### config.mk
export PLATFORM = sky130hd
export DESIGN_NAME = start_light_sequencer
export DESIGN_NICKNAME = d
export VERILOG_FILES = /design/src/rtl/start_light_sequencer.sv
export SDC_FILE = /design/constraint.sdc
export NUM_CORES = 1
export LEC_CHECK = 0
export CAP_MARGIN = 10
export CORE_MARGIN = 1
export CORE_UTILIZATION = 60
export CTS_CLUSTER_SIZE = 28
export DETAILED_ROUTE_END_ITERATION = 6
export PLACE_DENSITY_LB_ADDON = 0.12
export SYNTH_ARGS = -nofsm -noshare
export SYNTH_HDL_FRONTEND = slang
export SYNTH_SLANG_ARGS = --single-unit
export TNS_END_PERCENT = 20
### constraint.sdc
create_clock -name i_clk -period 3.7 [get_ports i_clk]
set_input_delay 0.925 -clock i_clk [delete_from_list [all_inputs] [get_ports i_clk]]
set_output_delay 0.925 -clock i_clk [all_outputs]
set_load 0.005 [all_outputs]
### src/rtl/start_light_sequencer.sv
// ---------------------------------------------------------------------------
// start_light_sequencer
//
// Purpose:
//   Starting-line game controller. Turns NUM_LIGHTS start lights on one at a
//   time (each held LIGHT_PERIOD cycles), then issues a one-cycle arm pulse
//   with a random hold value to the downstream delay block. When the delay
//   block reports completion, all lights go out and the player's reaction
//   time is counted in units of REACT_TICK cycles until the player presses.
//
// Optional feature (compile-time macro):
//   START_LIGHT_SEQUENCER_FALSE_START_EN
//     Defined   : a press before the lights go out enters a FALSE state
//                 (all lights on, o_falseStart high) until the next start.
//     Undefined : early presses are ignored and o_falseStart is tied low.
//
// Ports:
//   i_clk             clock
//   i_rst             synchronous active-high reset
//   i_start           single-cycle start pulse
//   i_react           single-cycle player pulse
//   i_random          free-running random value (DELAY_W bits)
//   i_delayComplete   completion flag from the delay block
//   o_sampleAndStart  one-cycle arm pulse to the delay block
//   o_delay           hold value, valid with o_sampleAndStart (held after)
//   o_lights          start lights, bit0 lit first
//   o_reactionTime    measured reaction in REACT_TICK units (saturating)
//   o_reactionValid   o_reactionTime is a finished measurement
//   o_falseStart      false start flagged (feature builds only)
//   o_busy            high while a sequence/measurement is in progress
//
// All outputs are registered.
// ---------------------------------------------------------------------------
module start_light_sequencer #(
  parameter int NUM_LIGHTS   = 5,
  parameter int LIGHT_PERIOD = 50000000,
  parameter int DELAY_W      = 7,
  parameter int REACT_W      = 16,
  parameter int REACT_TICK   = 50000
) (
  input  logic                  i_clk,
  input  logic                  i_rst,
  input  logic                  i_start,
  input  logic                  i_react,
  input  logic [DELAY_W-1:0]    i_random,
  input  logic                  i_delayComplete,
  output logic                  o_sampleAndStart,
  output logic [DELAY_W-1:0]    o_delay,
  output logic [NUM_LIGHTS-1:0] o_lights,
  output logic [REACT_W-1:0]    o_reactionTime,
  output logic                  o_reactionValid,
  output logic                  o_falseStart,
  output logic                  o_busy
);

  localparam int PCW = (LIGHT_PERIOD > 1) ? $clog2(LIGHT_PERIOD) : 1;
  localparam int TCW = (REACT_TICK > 1) ? $clog2(REACT_TICK) : 1;

  localparam logic [PCW-1:0]        PERIOD_LAST = PCW'(LIGHT_PERIOD - 1);
  localparam logic [PCW-1:0]        PERIOD_ONE  = PCW'(1);
  localparam logic [TCW-1:0]        TICK_LAST   = TCW'(REACT_TICK - 1);
  localparam logic [TCW-1:0]        TICK_ONE    = TCW'(1);
  localparam logic [NUM_LIGHTS-1:0] LIGHTS_ALL  = '1;
  localparam logic [NUM_LIGHTS-1:0] LIGHT_FIRST = NUM_LIGHTS'(1);
  localparam logic [REACT_W-1:0]    REACT_MAX   = '1;
  localparam logic [REACT_W-1:0]    REACT_ONE   = REACT_W'(1);

  typedef enum logic [2:0] {
    ST_IDLE   = 3'd0,
    ST_LIGHTS = 3'd1,
    ST_ARM    = 3'd2,
    ST_WAIT   = 3'd3,
    ST_GO     = 3'd4,
    ST_DONE   = 3'd5
`ifdef START_LIGHT_SEQUENCER_FALSE_START_EN
    ,
    ST_FALSE  = 3'd6
`endif
  } state_t;

  state_t         state;
  logic [PCW-1:0] period_cnt;
  logic [TCW-1:0] tick_cnt;
  logic           do_start;

  // A start pulse is only honoured in the resting states; everywhere else
  // a sequence is already running and the pulse is dropped.
  always_comb begin
    do_start = 1'b0;
    case (state)
      ST_IDLE,
      ST_DONE:  do_start = i_start;
`ifdef START_LIGHT_SEQUENCER_FALSE_START_EN
      ST_FALSE: do_start = i_start;
`endif
      default:  do_start = 1'b0;
    endcase
  end

`ifndef START_LIGHT_SEQUENCER_FALSE_START_EN
  assign o_falseStart = 1'b0;
`endif

  always_ff @(posedge i_clk) begin
    if (i_rst) begin
      state            <= ST_IDLE;
      period_cnt       <= '0;
      tick_cnt         <= '0;
      o_sampleAndStart <= 1'b0;
      o_delay          <= '0;
      o_lights         <= '0;
      o_reactionTime   <= '0;
      o_reactionValid  <= 1'b0;
      o_busy           <= 1'b0;
`ifdef START_LIGHT_SEQUENCER_FALSE_START_EN
      o_falseStart     <= 1'b0;
`endif
    end else begin
      // Arm pulse is exactly one cycle wide: only the LIGHTS->ARM
      // transition below re-asserts it.
      o_sampleAndStart <= 1'b0;

      if (do_start) begin
        // New run: first light on, previous result discarded.
        state           <= ST_LIGHTS;
        period_cnt      <= '0;
        o_lights        <= LIGHT_FIRST;
        o_reactionTime  <= '0;
        o_reactionValid <= 1'b0;
        o_busy          <= 1'b1;
`ifdef START_LIGHT_SEQUENCER_FALSE_START_EN
        o_falseStart    <= 1'b0;
`endif
      end else begin
        case (state)
          ST_LIGHTS: begin
`ifdef START_LIGHT_SEQUENCER_FALSE_START_EN
            if (i_react) begin
              state           <= ST_FALSE;
              o_lights        <= LIGHTS_ALL;
              o_falseStart    <= 1'b1;
              o_reactionValid <= 1'b0;
              o_busy          <= 1'b0;
            end else
`endif
            if (period_cnt == PERIOD_LAST) begin
              period_cnt <= '0;
              if (o_lights == LIGHTS_ALL) begin
                // Capture the random value here so it is stable for the
                // whole ARM cycle regardless of the free-running LFSR.
                state            <= ST_ARM;
                o_sampleAndStart <= 1'b1;
                o_delay          <= i_random;
              end else begin
                o_lights <= (o_lights << 1) | LIGHT_FIRST;
              end
            end else begin
              period_cnt <= period_cnt + PERIOD_ONE;
            end
          end

          ST_ARM: begin
            // The delay block's completion flag is stale until it has seen
            // the arm pulse, so it is deliberately not looked at here.
`ifdef START_LIGHT_SEQUENCER_FALSE_START_EN
            if (i_react) begin
              state           <= ST_FALSE;
              o_lights        <= LIGHTS_ALL;
              o_falseStart    <= 1'b1;
              o_reactionValid <= 1'b0;
              o_busy          <= 1'b0;
            end else
`endif
            state <= ST_WAIT;
          end

          ST_WAIT: begin
`ifdef START_LIGHT_SEQUENCER_FALSE_START_EN
            if (i_react) begin
              state           <= ST_FALSE;
              o_lights        <= LIGHTS_ALL;
              o_falseStart    <= 1'b1;
              o_reactionValid <= 1'b0;
              o_busy          <= 1'b0;
            end else
`endif
            if (i_delayComplete) begin
              state          <= ST_GO;
              o_lights       <= '0;
              o_reactionTime <= '0;
              tick_cnt       <= '0;
            end
          end

          ST_GO: begin
            if (i_react) begin
              // The press freezes the current count; a tick landing in the
              // same cycle is not applied.
              state           <= ST_DONE;
              o_reactionValid <= 1'b1;
              o_busy          <= 1'b0;
            end else if (tick_cnt == TICK_LAST) begin
              tick_cnt <= '0;
              if (o_reactionTime != REACT_MAX) begin
                o_reactionTime <= o_reactionTime + REACT_ONE;
              end
            end else begin
              tick_cnt <= tick_cnt + TICK_ONE;
            end
          end

          default: begin
            // IDLE, DONE and FALSE hold their outputs until a start pulse.
          end
        endcase
      end
    end
  end

endmodule

### Yosys cells after proc, flatten, opt, wreduce, memory -nomap -nowiden

Cells that the tools add are included.
Widths: inputs -> output; s select.

| cells by class | value |
|---|---|
| eq/ne operators | 22 |
| $add $sub $neg | 3 |
| divide/modulo/power cells | 0 |
| bitwise logic cells | 3 |
| $mul | 0 |
| reductions and logical operators | 20 |
| muxes and demuxes | 25 |
| shifts and indexed selects | 0 |
| $lt $le $gt $ge | 0 |

Operators with widths:

| cell | number |
|---|---|
| $mux 16 | 6 |
| $pmux 16 s2 | 2 |
| $add 16x1->16 const B | 2 |
| $add 26x1->26 const B | 1 |
| $eq 26x26->1 const B | 1 |
| $mux 26 | 1 |
| $eq 16x16->1 const B | 1 |
| $ne 16x16->1 const B | 1 |
| $ne 2x2->1 const B | 8 |
| $reduce_and 4->1 | 4 |
| $mux 5 | 3 |
| $ne 3x3->1 const B | 5 |
| $reduce_and 5->1 | 3 |
| $mux 3 | 4 |
| $pmux 3 s4 | 1 |
| $pmux 5 s2 | 1 |
| $reduce_bool 2->1 | 4 |
| $mux 1 | 7 |
| $eq 3x2->1 const B | 2 |
| $eq 3x3->1 const B | 2 |
| $eq 5x5->1 const B | 1 |
| $reduce_bool 5->1 | 1 |
| $reduce_and 2->1 | 2 |
| $reduce_bool 4->1 | 1 |
| 6 further kinds | 9 |

| word-level totals | value |
|---|---|
| latch bits | 0 |
| input port bits | 12 |
| memories kept | 0 |
| ROM bits | 0 |
| word-level logic and storage cells | 84 |
| bits in writable memories | 0 |
| flip-flop bits (word level) | 76 |

### Logic depth before layout (Yosys ltp)

| depth | value |
|---|---|
| depth after elaboration | 5 |
| gate-level depth with buffers | 7 |

### Worst setup path before layout

Ideal clock, no wire load.

| timing path | value |
|---|---|
| path kind | input port to flip-flop |
| start point | in i_react |
| end point | reg o_reactionTime[12] |
| data arrival time | 2177 ps |
| stages on the path | 6 |
| buffers on the path | 1 |
| setup time | 130 ps |
| path slack | 1394 ps |
| data required time | 3570 ps |
| cells stage by stage | or4b_1 -> nand2_1 -> o21ai_1 -> o21ai_2 -> buf_4 -> a31oi_1 |

| between the ends | value |
|---|---|
| word-level cells in the longest chain between the ends | 2 |

RTL lines:

| element | RTL line | source |
|---|---|---|
| start: declaration | 44 | `input logic i_react,` |
| $ne 2x2->1 (no source line) | - |  |
| $reduce_and 5->1 (no source line) | - |  |
| end signal: assignment | 205 | `o_reactionTime <= o_reactionTime + REACT_ONE;` |
| end: declaration | 50 | `output logic [REACT_W-1:0] o_reactionTime,` |

Every way passes these cells.
A chain may end at the register's enable or synchronous reset.

### Worst setup path in the final report

| timing path | value |
|---|---|
| start point | in i_react |
| end point | reg o_reactionTime[3] |

The elaborated chain is that of the path after synthesis.

==> run_results.csv <==
group,metric,value,unit
layout,drive_above_1_share,0.0737,
placed_design,dp_hpwl,5.77,mm
sta,setup_tns,0,ns
yosys,syn_area_per_cell,8.63,um2
sta,finalSetupViolations,0,
sta,fin_hold_ws,0.484,ns
sta,rsz0062_at_grt,"false",
placed_design,routabilityCongestion,0.808,
flow_run,max_cap_violations,0,
floorplanning,die_w,80.8,um
yosys,ys_seq_area_frac,0.408,
power,p_leak,1.53,nW
clock_network,postCtsSetupBuffers,0,
drt,drt_wl_total,8.24,mm
yosys,synth_nets,447,
sta,tightest_slew,0.812,ns
setup_path,path_class,"primary input to flip-flop",
placed_design,dpl_cell_area,0.00417,mm2
yosys,yosys-top-cells-count,"dfxtp_1, nor2_1, nand2_1",
clock_network,cts_buffers,9,
power,peakVddDrop,0.256,mV
layout,layout.nets,485,
yosys,syn_inst,432,
setup_path,cp-startpoint,"i_react",
clock_network,clock_latency,0.35,ns
floorplanning,io_pins,44,
clock_network,root_buffer,"clkbuf_8",
drt,ant_nets,0,
setup_path,reg2regPathDepth,6,
yosys,synth_top_area_share,0.408,
layout,nFillCells,462,
global_routing,grt_use_total,0.259,
sta,drv_slew,0,
setup_path,worst-path-buf-inv,1,
yosys,yosysMostFrequentCell,"dfxtp_1",
setup_path,cpLargestDelayFamily,"compound AO/OA/AOI/OAI gates",
layout,n_antenna_cell,0,
placed_design,io_buffers,42,
setup_path,critical-path-slowest-cell,"clkdlybuf4s50_1",
global_routing,grt_max_degree,16,
floorplanning,die_area,0.00653,mm2
sta,finClkSkew,0.00366,ns
setup_path,rr_startpoint,"period_cnt[0]$_SDFFE_PP0P_",
yosys,yosys-top-cells-area,"dfxtp_1, xor2_1, nor2_1",
yosys,synth-edff-count,0,
sta,hold_viol_final,0,
sta,fin_crit,2.90,ns
global_routing,grt_pass1_vias,2856,
floorplanning,start_util,0.626,
setup_path,crit_fanout,12,
setup_path,crit_end,"o_reactionTime[3]$_SDFFE_PP0P_",
floorplanning,die_h,80.8,um
clock_network,cts_num_sinks,76,
setup_path,reg2reg_to,"o_delay[0]$_SDFFE_PP0P_",
setup_path,crit_path_max_incr_delay,0.54,ns
drt,drtPass1Iterations,4,
setup_path,path_cells,"clkdlybuf4s50_1 -> or4b_1 -> nand2_1 -> o21ai_1 -> o21ai_2 -> a31oi_1",
global_routing,grt_first_pass_wirelength,13.2,mm
clock_network,postCtsHoldBufs,0,
sta,fmax,344,MHz
setup_path,cp-end-kind,"flip-flop",
sta,max_slew_margin,0.457,
layout,regArea,0.00152,mm2
clock_network,cts_resized,0,
floorplanning,row_count,28,
yosys,synth_seq_cells,76,
yosys,ys_warn_count,0,
global_routing,antenna_found_initial,0,
floorplanning,coreArea,0.00596,mm2
yosys,async_flop_share,0,
power,design_power_total,1.49,mW
layout,area_growth,16.9,%
hold_path,holdPathStages,1,
drt,routedWlPerCell,15.0,um
drt,drc,0,
clock_network,htreeDepth,3,
setup_path,cp.arrival,3.11,ns
drt,drtIter0Drc,167,
layout,multi_input_area,0.00209,mm2
setup_path,reg2reg_slack,1.17,ns
sta,timing.final.crit_share,0.785,
setup_path,worstPathRequired,3.91,ns
yosys,syn_area,0.00373,mm2
layout,final_area,0.00436,mm2
setup_path,path_depth,6,
yosys,yosysTopAreaCell,"dfxtp_1",
setup_path,crit_path_start_kind,"primary input",
power,power_density,342,mW/mm2
drt,viasPerCell,6.03,
clock_network,clockBufferDepth,2,
clock_network,clk_transition_reported_paths,0.07,ns
clock_network,cts_tree,"done",
global_routing,overflow,0,
hold_path,hold_path_class,"flip-flop to flip-flop",
outcome,status,"finished clean",
yosys,synth_cell_types,61,
yosys,synthFlopType,"dfxtp_1",
drt,vias,3316,
## worst min-delay path by stage
stage / slack [ns] / to / start
global route: 0.50 / o_reactionTime[14]$_SDFFE_PP0P_ / o_reactionTime[14]$_SDFFE_PP0P_
floorplan: 0.46 / o_reactionValid$_SDFFE_PP0P_ / o_reactionValid$_SDFFE_PP0P_
finish: 0.48 / o_reactionTime[6]$_SDFFE_PP0P_ / o_reactionTime[6]$_SDFFE_PP0P_
detailed placement: 0.47 / o_reactionValid$_SDFFE_PP0P_ / o_reactionValid$_SDFFE_PP0P_
CTS: 0.49 / o_reactionTime[6]$_SDFFE_PP0P_ / o_reactionTime[6]$_SDFFE_PP0P_
global placement: 0.47 / o_reactionTime[6]$_SDFFE_PP0P_ / o_reactionTime[6]$_SDFFE_PP0P_
## per-stage QoR
stage / setup WS [ns] / std cells / utilization
after floorplan: 1.39 / 432 / -
after global placement: 0.534 / 534 / 0.700
after detailed placement: 0.435 / 534 / 0.700
after CTS: 0.810 / 550 / 0.732
after global routing: 0.636 / 550 / 0.732
final: 0.797 / 550 / 0.732
## logic make-up (layout without fill, tap and decap cells)
group / count (synthesis) / after routing / synth area share
AND/OR/NAND/NOR: 217 / 217 / 0.320
flip-flops: 76 / 76 / 0.408
AO/OA/AOI/OAI: 64 / 64 / 0.112
XOR/XNOR: 37 / 37 / 0.0869
buffers and inverters: 23 / 66 / 0.0322
multiplexers: 11 / 11 / 0.0295
adder cells (fa/ha/maj): 3 / 3 / 0.0101
other: 1 / 1 / 0.00101
## where the power goes
part           switching, mW  leakage [nW]  total (mW)  internal, mW
Clock                  0.302        0.0962       0.614         0.311
Combinational         0.0292         0.825      0.0517        0.0224
Sequential           0.00518         0.613       0.826         0.821
Total                  0.337          1.53        1.49          1.15
## cells in the final DEF, fill, tap and decap left out, drive strengths merged, types with 2 or more instances in the layout
master / n
nor2: 63
clkinv: 4
or3: 3
buf: 4
a31oi: 14
a41oi: 2
or3b: 2
nand4b: 3
clkbuf: 10
nand3b: 3
nor4: 4
a21oi: 17
nand2b: 2
o21a: 3
and4: 4
nor4b: 6
o31a: 2
o21ai: 14
inv: 4
nand2: 37
o2111a: 2
ha: 3
xor2: 31
or4: 2
o211ai: 4
mux2i: 11
nand3: 27
clkdlybuf4s50: 42
nor3b: 3
nor3: 7
nand4: 27
dfxtp: 76
or4bb: 2
xnor2: 6
and4b: 3
o211a: 2
or4b: 3
and3: 12
## sequential cells by signal, indices dropped and copies added, names as in the netlist
| name | cells |
|---|---|
| o_lights | 5 |
| state | 3 |
| o_reactionValid | 1 |
| period_cnt | 26 |
| o_reactionTime | 16 |
| o_sampleAndStart | 1 |
| tick_cnt | 16 |
| o_delay | 7 |
| o_busy | 1 |
## area by class of cell
type                       count  area share
timing repair buffer          46       0.103
sequential                    76       0.349
inverter                       4     0.00344
clock inverter                 6      0.0149
tap                           75      0.0215
clock buffer                  10      0.0293
multi-input combinational    333       0.479
## per-layer routing
layer  up-vias  share of wire  wire length, um  global-route usage
met5         -              0                0                   0
met3        15          0.047              389              0.0753
li1       1652              -                -                   -
met4         0          0.018              146              0.0929
met2        90           0.49             4000               0.427
met1      1559           0.45             3700               0.321
Power figures use the tool's default switching activity.
